===== src/rtl/mul_op_sequencer.sv =====
// mul_op_sequencer
//
// Operand front-end for the 32-bit unsigned shift-add multiplier.
// Operand pairs come in on a valid/ready port and are buffered in a small
// FIFO. Each pair is issued to the multiplier with a one-cycle start pulse.
// M and Q are held stable until the multiplier reports done or the watchdog
// gives up. The product and the operation's tag are then captured into a
// valid/ready result register. Only one operation is in flight at a time.
//
// Ports:
//   clk, n_rst             clock; asynchronous active-low reset
//   in_valid/in_ready      operand handshake (in_ready = FIFO not full)
//   in_m, in_q, in_tag     multiplicand, multiplier, user tag
//   mul_start              one-cycle start pulse to the multiplier
//   mul_m, mul_q           registered operands held for the whole operation
//   mul_done, mul_result   completion pulse and product from the multiplier
//   out_valid/out_ready    result handshake
//   out_result, out_tag    product (0 on timeout) and its tag
//   out_err                result was abandoned by the watchdog
//   busy                   FIFO non-empty, FSM active, or result pending
//
// States:
//   state | meaning
//   IDLE  | waiting for a queued operand and a free result slot
//   START | operands loaded, mul_start asserted for this cycle only
//   WAIT  | multiplier running; watchdog counting

module mul_op_sequencer #(
    parameter int DEPTH   = 4,
    parameter int TAG_W   = 4,
    parameter int TIMEOUT = 40
) (
    input  logic             clk,
    input  logic             n_rst,
    input  logic             in_valid,
    output logic             in_ready,
    input  logic [31:0]      in_m,
    input  logic [31:0]      in_q,
    input  logic [TAG_W-1:0] in_tag,
    output logic             mul_start,
    output logic [31:0]      mul_m,
    output logic [31:0]      mul_q,
    input  logic             mul_done,
    input  logic [63:0]      mul_result,
    output logic             out_valid,
    input  logic             out_ready,
    output logic [63:0]      out_result,
    output logic [TAG_W-1:0] out_tag,
    output logic             out_err,
    output logic             busy
);

    localparam int PTR_W = $clog2(DEPTH);
    localparam int CNT_W = PTR_W + 1;
    localparam int WD_W  = $clog2(TIMEOUT + 1);

    typedef enum logic [1:0] {
        IDLE  = 2'd0,
        START = 2'd1,
        WAIT  = 2'd2
    } state_t;

    typedef struct packed {
        logic [31:0]      m;
        logic [31:0]      q;
        logic [TAG_W-1:0] tag;
    } entry_t;

    state_t state, state_n;

    entry_t             fifo_mem [DEPTH];
    logic [PTR_W-1:0]   wr_ptr;
    logic [PTR_W-1:0]   rd_ptr;
    logic [CNT_W-1:0]   count;
    logic               full;
    logic               empty;
    logic               push;
    logic               pop;

    logic [WD_W-1:0]    wd_cnt;
    logic [TAG_W-1:0]   tag_r;
    logic               cap_done;
    logic               cap_timeout;

    // ---------------- operand FIFO ----------------
    assign full     = (count == CNT_W'(DEPTH));
    assign empty    = (count == '0);
    assign in_ready = !full;
    assign push     = in_valid && in_ready;

    // Storage needs no reset: an entry is only read after it has been written.
    always_ff @(posedge clk) begin
        if (push) begin
            fifo_mem[wr_ptr] <= '{m: in_m, q: in_q, tag: in_tag};
        end
    end

    // DEPTH is a power of two, so the pointers wrap naturally.
    always_ff @(posedge clk or negedge n_rst) begin
        if (!n_rst) begin
            wr_ptr <= '0;
            rd_ptr <= '0;
            count  <= '0;
        end else begin
            if (push) wr_ptr <= wr_ptr + PTR_W'(1);
            if (pop)  rd_ptr <= rd_ptr + PTR_W'(1);
            case ({push, pop})
                2'b10:   count <= count + CNT_W'(1);
                2'b01:   count <= count - CNT_W'(1);
                default: count <= count;
            endcase
        end
    end

    // ---------------- control FSM ----------------
    always_ff @(posedge clk or negedge n_rst) begin
        if (!n_rst) state <= IDLE;
        else        state <= state_n;
    end

    always_comb begin
        state_n     = state;
        mul_start   = 1'b0;
        pop         = 1'b0;
        cap_done    = 1'b0;
        cap_timeout = 1'b0;
        case (state)
            IDLE: begin
                // Issue only when the result slot is free or being drained
                // this edge, so a capture never overwrites an unread result.
                if (!empty && (!out_valid || out_ready)) begin
                    pop     = 1'b1;
                    state_n = START;
                end
            end
            START: begin
                mul_start = 1'b1;
                state_n   = WAIT;
            end
            WAIT: begin
                if (mul_done) begin
                    cap_done = 1'b1;
                    state_n  = IDLE;
                end else if (wd_cnt == WD_W'(TIMEOUT - 1)) begin
                    cap_timeout = 1'b1;
                    state_n     = IDLE;
                end
            end
            default: state_n = IDLE;
        endcase
    end

    always_ff @(posedge clk or negedge n_rst) begin
        if (!n_rst) begin
            wd_cnt <= '0;
        end else if (state == START) begin
            wd_cnt <= '0;
        end else if (state == WAIT) begin
            wd_cnt <= wd_cnt + WD_W'(1);
        end
    end

    // ---------------- operand hold registers ----------------
    // The multiplier reads M combinationally every iteration, so these only
    // change on the issue edge.
    always_ff @(posedge clk or negedge n_rst) begin
        if (!n_rst) begin
            mul_m <= '0;
            mul_q <= '0;
            tag_r <= '0;
        end else if (pop) begin
            mul_m <= fifo_mem[rd_ptr].m;
            mul_q <= fifo_mem[rd_ptr].q;
            tag_r <= fifo_mem[rd_ptr].tag;
        end
    end

    // ---------------- result register ----------------
    always_ff @(posedge clk or negedge n_rst) begin
        if (!n_rst) begin
            out_valid  <= 1'b0;
            out_result <= '0;
            out_tag    <= '0;
            out_err    <= 1'b0;
        end else if (cap_done) begin
            out_valid  <= 1'b1;
            out_result <= mul_result;
            out_tag    <= tag_r;
            out_err    <= 1'b0;
        end else if (cap_timeout) begin
            out_valid  <= 1'b1;
            out_result <= '0;
            out_tag    <= tag_r;
            out_err    <= 1'b1;
        end else if (out_valid && out_ready) begin
            out_valid <= 1'b0;
        end
    end

    assign busy = !empty || (state != IDLE) || out_valid;

endmodule


===== config.mk =====
export PLATFORM = sky130hd
export DESIGN_NAME = mul_op_sequencer
export DESIGN_NICKNAME = d
export VERILOG_FILES = /design/src/rtl/mul_op_sequencer.sv
export SDC_FILE = /design/constraint.sdc
export NUM_CORES = 1
export LEC_CHECK = 0
export BUFFER_PORTS_ARGS = -buffer_cell sky130_fd_sc_hd__clkbuf_2
export CORE_ASPECT_RATIO = 0.8
export CORE_MARGIN = 2
export CORE_UTILIZATION = 56
export DETAILED_ROUTE_END_ITERATION = 10
export PLACE_DENSITY = 0.84
export REMOVE_ABC_BUFFERS = 1
export SYNTH_ARGS = -nofsm -noshare
export SYNTH_HDL_FRONTEND = slang
export SYNTH_SLANG_ARGS = --single-unit

===== constraint.sdc =====
create_clock -name clk -period 3.6 [get_ports clk]
set_input_delay 0.18 -clock clk [delete_from_list [all_inputs] [get_ports clk]]
set_output_delay 0.18 -clock clk [all_outputs]
set_load 0.02 [all_outputs]

# After elaboration in Yosys (flattened, before gate mapping)
# Memory sizes are Yosys's and may differ from the RTL's. A register that Yosys moved wholly into a read port is not among the register bits.
# Index checks and enable logic that the tools add are counted.
# op_classes
add_sub_neg	5
n_eq_ne	8
mux	26
reduce_logical	18
# op_table
operator	count
two-way mux 64 bit	2
two-way mux 1 bit	15
two-way mux 6 bit	2
two-way mux 4 bit	2
nonzero test 2 bit	4
adder 6 x 1 -> 6 bit, second input constant	1
== test 6 bit, second input constant	1
two-way mux 2 bit	3
case mux 2 bit (3 select lines)	1
case mux 3 bit (2 select lines)	1
adder 2 x 1 -> 2 bit, second input constant	2
== test 2 x 1 -> 1 bit, second input constant	2
== test 2 bit, second input constant	2
logical NOT 1 bit	4
adder 3 x 1 -> 3 bit, second input constant	1
== test 3 bit, second input constant	1
logical AND 1 bit	3
logical NOT 3 bit	1
logical OR 1 bit	3
inequality test 3 bit, second input constant	1
nonzero test 3 bit	1
subtractor 3 x 1 -> 3 bit, second input constant	1
logical NOT 2 bit	1
inequality test 2 bit, second input constant	1
AND reduction 2 bit	1
# totals
ff_bits	85
ram_bits	272
in_bits	137
word_cells	67
memories	1
# mem_list
name	depth	width	read_ports	rd_ports_with_merged_regs	wr	line	rtl
fifo_mem	4	68	1	1	1	71	entry_t fifo_mem [DEPTH];

# Logic depth before layout (Yosys ltp)
# Gate-level depths: netlist of the first run.
# logic_depth
depth_word	7
mapped_depth	10
ltp_nobuf	9

# Worst setup path before layout of the first run
# No wires, ideal clock.
# synth_path
path_type	register to register
from	register count[0]
to	memory fifo_mem[0][0] (netlist name), enable pin
t_arrival_ns	2.393
path_slack_ns	0.773
path_stages_with_launch	4
n_path_buf	0
synth_period_minus_slack_ns	2.827
cell_sequence	dfrtp_1 > nor2_1 > nand2_1 > and3_1
# synth_via
elab_chain_cells	5
# synth_lines
item	line	rtl
start, declared	74	logic [CNT_W-1:0] count;
start signal, assigned	108	2'b10: count <= count + CNT_W'(1);
start signal, assigned	109	2'b01: count <= count - CNT_W'(1);
start signal, assigned	110	default: count <= count;
== test 3 bit	86	assign full = (count == CNT_W'(DEPTH));
logical NOT 1 bit	88	assign in_ready = !full;
named net in_ready	36	output logic in_ready,
logical AND 1 bit	89	assign push = in_valid && in_ready;
two-way mux 1 bit	93	if (push) begin
two-way mux 1 bit (implied by the code)	94	fifo_mem[wr_ptr] <= '{m: in_m, q: in_q, tag: in_tag};
end, declared	71	
# The timed path passes the listed nets, and every way through them passes these cells.

# Worst setup path in the final report of the first run
# layout_path
from	register state[0]
to	register out_result[17]
# layout_via
elab_chain_cells	3
elab_cells_between_ends	5
cone_classes	eq/ne: 1; mux: 3; reduce/logical: 1
# layout_lines
item	line	rtl
start, declared	69	state_t state, state_n;
start signal, assigned	118	else state <= state_n;
== test 2 bit (*)	127	case (state)
two-way mux 1 bit	127	
two-way mux 64 bit / nonzero test 2 bit (equally long branches)	-	
end signal, assigned	187	out_result <= mul_result;
end, declared	47	output logic [63:0] out_result,
# Mark *: on every way between the ends. The rest lies on a longest branch, timed or not.
# A chain may end at the register's enable or synchronous reset.

==> flow_summary.toml, run 1 <==
[critical_path]
required_ns = 4.02
r2r-end = "out_result[17]"
endpoint = "out_result[17]"
startpoint_type = "flip-flop"
path_class = "flip-flop to flip-flop"
rrSetupSlack_ns = 1.33
worstSetupStartpoint = "state[0]"
end_kind = "flip-flop"
reg2reg_depth = 6
arrival_ns = 2.69
cp_max_fo = 44
r2r-start = "state[0]"

[yosys]
yosys_warnings = 0
synth_compound_area_frac = 0.02305
netlist_top_cells_area = "edfxtp_1, dfrtp_1, mux4_2, mux2_2, nand2_1"
synth_edf_count = 272
syn_area_um2 = 16070
syn_area_per_cell_um2 = 18.37
async_flop_share = 0.3600
synth.area.mux_share = 0.1552
synth_xor_area_frac = 0.004360
synth_top_family_by_area = "multiplexers"
ys_seq_area_frac = 0.7465
synth.distinct_cells = 36
ys_ff_latch = 425
synth-simple-area-share = 0.04267
synthFlopType = "edfxtp_1"
synth_top_cell_by_area = "edfxtp_1"
synthCells = 875
yosys.area.top_type_share = 0.5083
synth_adder_area_share = 0.009031

[die]
start_util = 0.5682
die_w_um = 193.4
io_pins = 274
die_area_um2 = 30080
core_area_um2 = 28280
die_height_um = 155.5
rows = 55

[cts]
cts_tree = "done"
clkSinkCount = 425
cts_setup_buffers = 0
cts-root-buf = "clkbuf_16"
numCtsBuffers = 41
clock_path_buffers = 3
clock_latency_ns = 0.54
clk_pin_slew_ns = 0.06
cts_hold_buffers = 133
cts_resized = 0
htree_levels = 2

[final_layout]
ff_latch_area_um2 = 12000
areaGrowthSynthToFinish_pct = 27.13
drive_above_1_share = 0.3765
final_cell_mix = "edfxtp_1, clkbuf_2, dfrtp_1"
final_util = 0.7224
final_area_um2 = 20430
fillers = 1642
fin_cells = 1693
nNetsFinal = 1435
multiInputGateArea_um2 = 3796

[pwr]
comb_power_share = 0.324
power.internal_w = 0.01191
total_leakage_power_nw = 8.132
p_sw_w = 0.005860
p_clk_frac = 0.240
p_sw_frac = 0.3298
p_seq_frac = 0.436
ir_worst_vdd_uv = 818.1
power.density_nw_per_um2 = 869.7

[detailed_routing]
vias = 9453
wl_mm = 36.19
drc = 0
wl_per_cell_um = 21.37
vias_per_cell = 5.584
antenna_left = 0
first_iter_violations = 793
drt-pass1-iter-count = 5

[sta]
finalHoldViolations = 0
maxSlewViolCount = 0
slew_headroom = 0.1811
rsz0062_at_grt = "false"
min_period_ns = 2.268
tightest_slew_ns = 1.224
finalSetupTns_ns = 0
setup_viol = 0
layout_setup_ws_ns = 1.332
period_share = 0.6300
clock.fmax_ghz = 0.4409
skew_ns = 0.01411

[run]
cap_violations = 0

[grt]
track_usage = 0.2449
grt_pass1_vias = 10080
overflow = 0
grt_antenna_before_repair = 3
grt_pass1_wl_mm = 56.70
grt_max_degree = 83

[placed_design]
dpl_cell_area_um2 = 17770
dp_hpwl_mm = 19.27
dpl_worst_slack_ns = 1.350
port_buffers = 273
gp_congestion = 0.7950
place_inst = 1481

[min_path]
hp-class = "input port to flip-flop"

[run_status]
status = "complete, no violations"
[how the worst min path moves through the flow]
stage,start,to,slack (ns),cells past startpoint
3_3_place_gp,n_rst,out_result[55],0.26,1
4_1_cts,in_valid,wr_ptr[0],0.06,3
3_5_place_dp,n_rst,out_result[18],0.26,1
2_1_floorplan,n_rst,count[0],-0.12,0
6_report,in_valid,wr_ptr[0],0.08,3
5_1_grt,in_valid,wr_ptr[0],0.1,3
[cell type report]
cell class	instances	area share
Timing Repair Buffer	415	0.1375
Clock inverter	18	0.008268
Antenna cell	3	0.0003674
Inverter	8	0.001470
Sequential cell	425	0.5875
Clock buffer	58	0.05640
Tap cell	370	0.02266
Multi-Input combinational cell	396	0.1858
[state kept, by name, indices dropped and copies added, names as in the netlist]
signal,cells
fifo_mem,272
out_result,64
mul_m,32
mul_q,32
wd_cnt,6
out_tag,4
tag_r,4
count,3
rd_ptr,2
state,2
wr_ptr,2
out_err,1
out_valid,1
[worst max-delay path, stage by stage (launching register included)]
cell and delay [ns]:
dfrtp_1 0.39, inv_1 0.11, ha_1 0.23, and2_2 0.76
buf_4 0.41, nand2_1 0.09, o21ai_0 0.14
[per-stage QoR]
step           power [W]  hold slack [ns]
6_report         0.01777          0.08038
5_1_grt          0.01859          0.09819
4_1_cts          0.01779          0.05522
3_5_place_dp     0.01340           0.2621
3_3_place_gp     0.01314           0.2570
2_1_floorplan    0.01163          -0.1156
[synth_stat cells, types with 4 or more instances]
cell        n
xnor2_1     5
nand2_1   134
buf_6      10
nor2_1      5
buf_2      13
and3_1      4
dfrtp_1   153
o21ai_0    68
edfxtp_1  272
ha_1       10
mux2_4     26
mux4_2     68
mux2_2     50
clkbuf_1   18
inv_1       8
[kinds of logic (layout without fill, tap and decap cells)]
family,after synthesis,in the layout
muxes,145,145
and+or+nand+nor,159,159
AOI/OAI and AO/OA,73,73
other,0,3
adders and majority gates,11,11
buffers and inverters,54,499
xor gates and xnor gates,8,8
DFF,425,425
[power by group through the flow]
stage               Sequential (W)  Clock (W)  Combinational (W)
finish                     0.00776    0.00426            0.00575
floorplan                  0.00853          0            0.00309
global placement           0.00773          0            0.00541
global route               0.00792    0.00450            0.00617
detailed placement         0.00781          0            0.00559
CTS                        0.00774    0.00430            0.00575
[routing by layer]
layer,share of wire,track usage
met1,0.40,0.3211
met2,0.51,0.4083
met3,0.054,0.04856
met4,0.036,0.1011
met5,0,0
No activity file was read; power rests on OpenSTA's default activity.
==> run 2, diff against run 1 <==
clock period = 2.3 ns   (was 3.6 ns; I/O delays follow)
==> flow_summary.toml, run 2 (synthesis results as in run 1) <==
[pwr]
ir_worst_vdd_uv = 1053
power.density_nw_per_um2 = 1365
total_leakage_power_nw = 8.304
total_power_w = 0.02837

[critical_path]
startpoint_type = "flip-flop"
cp_max_fo = 6
path_class = "flip-flop to flip-flop"
worstSetupStartpoint = "count[0]"
required_ns = 2.71
end_kind = "flip-flop"
arrival_ns = 2.52
r2r-start = "count[0]"

[cts]
clkSinkCount = 425
cts_hold_buffers = 133
numCtsBuffers = 41
cts_setup_buffers = 0
cts-root-buf = "clkbuf_16"
clock_latency_ns = 0.54
clk_pin_slew_ns = 0.06
cts_tree = "done"
cts_resized = 0
htree_levels = 2
clock_path_buffers = 3

[grt]
grt_antenna_before_repair = 2
track_usage = 0.2584
overflow = 0
grt_pass1_vias = 10480
grt_pass1_wl_mm = 59.42
grt_max_degree = 71

[detailed_routing]
wl_per_cell_um = 22.00
vias = 9681
vias_per_cell = 5.658
drc = 0
first_iter_violations = 950
wl_mm = 37.65
antenna_left = 0
drt-pass1-iter-count = 5

[sta]
finalSetupTns_ns = 0
slew_headroom = 0.6368
finalHoldViolations = 0
period_share = 0.9182
maxSlewViolCount = 0
rsz0062_at_grt = "false"
setup_viol = 0
tightest_slew_ns = 0.5449
min_period_ns = 2.112
clock.fmax_ghz = 0.4735
skew_ns = 0.01970

[run]
cap_violations = 0

[final_layout]
largest-register = "fifo_mem"
final_cell_mix = "edfxtp_1, clkbuf_2, dfrtp_1"
final_area_um2 = 20780
drive_above_1_share = 0.3906
nNetsFinal = 1454
areaGrowthSynthToFinish_pct = 29.31
reg_top3 = "fifo_mem x272, out_result x64"
largest_reg_flops = 272

[die]
core_area_um2 = 28280
start_util = 0.5682
rows = 55
io_pins = 274
die_height_um = 155.5
die_w_um = 193.4
die_area_um2 = 30080

[placed_design]
port_buffers = 273
dpl_cell_area_um2 = 18080
dp_hpwl_mm = 20.78
gp_congestion = 0.7872

[min_path]
hp-start = "in_valid"
hp-class = "input port to flip-flop"

[run_status]
status = "complete, no violations"
-- run 2: cell count changes in the layout (fill, tap and decap cells not counted) --
cell / before / now
buf_12: 3 / 16
buf_4: 6 / 12
clkbuf_1: 13 / 8
clkbuf_8: 2 / 6
clkinv_1: 5 / 3
clkinv_2: 7 / 9
clkinvlp_4: 1 / 2
diode_2: 3 / 2
-- run 2: power breakdown --
group	total [W]	switching, W	internal, W
registers	0.0118	0.00122	0.0106
logic	0.00980	0.00535	0.00444
clock network	0.00678	0.00281	0.00396
-- run 2: critical path, cell delays in order (launching register included) --
cell and delay [ns]:
dfrtp_1 0.45, nor2_1 0.08, nand2_1 0.19, and2_1 0.23, inv_1 0.06, ha_1 0.24, fa_1 0.40, xnor2_1 0.16
nor2_1 0.06, xor2_1 0.14
-- run 2: layer usage --
layer,routed length [µm],track usage
met5,0,0
met4,1330,0.1076
met3,2765,0.05853
met2,19420,0.4417
met1,14130,0.3234
-- run 2: through the flow --
| step | util | instances | hold WS [ns] | setup slack, ns |
|---|---|---|---|---|
| after global routing | 0.7347 | 1711 | 0.05019 | 0.03199 |
| final | 0.7347 | 1711 | 0.03524 | 0.1882 |
| after detailed placement | 0.6391 | 1500 | 0.1124 | 0.2283 |
| after floorplan | - | 829 | -0.1806 | -2.967 |
| after global placement | 0.6391 | 1500 | 0.1107 | 0.3034 |
| after CTS | 0.7345 | 1709 | 0.007816 | 0.2067 |
-- run 2: path summary, 6_finish.rpt --
check,end,slack (ns),depth (start not counted)
setup / recovery,count[2],0.19,9
hold / removal,wr_ptr[0],0.04,3
setup reg to reg,count[2],0.19,9
hold reg to reg,mul_q[26],0.51,1
max in group asynchronous,out_result[29],1.46,3
min in group asynchronous,out_result[12],0.12,2
-- run 2: cell type report --
type / instances / area (µm²)
Antenna cell: 2 / 5.005
Clock buffer: 57 / 1189
Clock inverter: 19 / 178.9
Fill cell: 1554 / 7503
Inverter: 8 / 30.03
Multi-Input combinational cell: 396 / 3796
Sequential cell: 425 / 12000
Tap cell: 370 / 462.9
Timing Repair Buffer: 434 / 3114
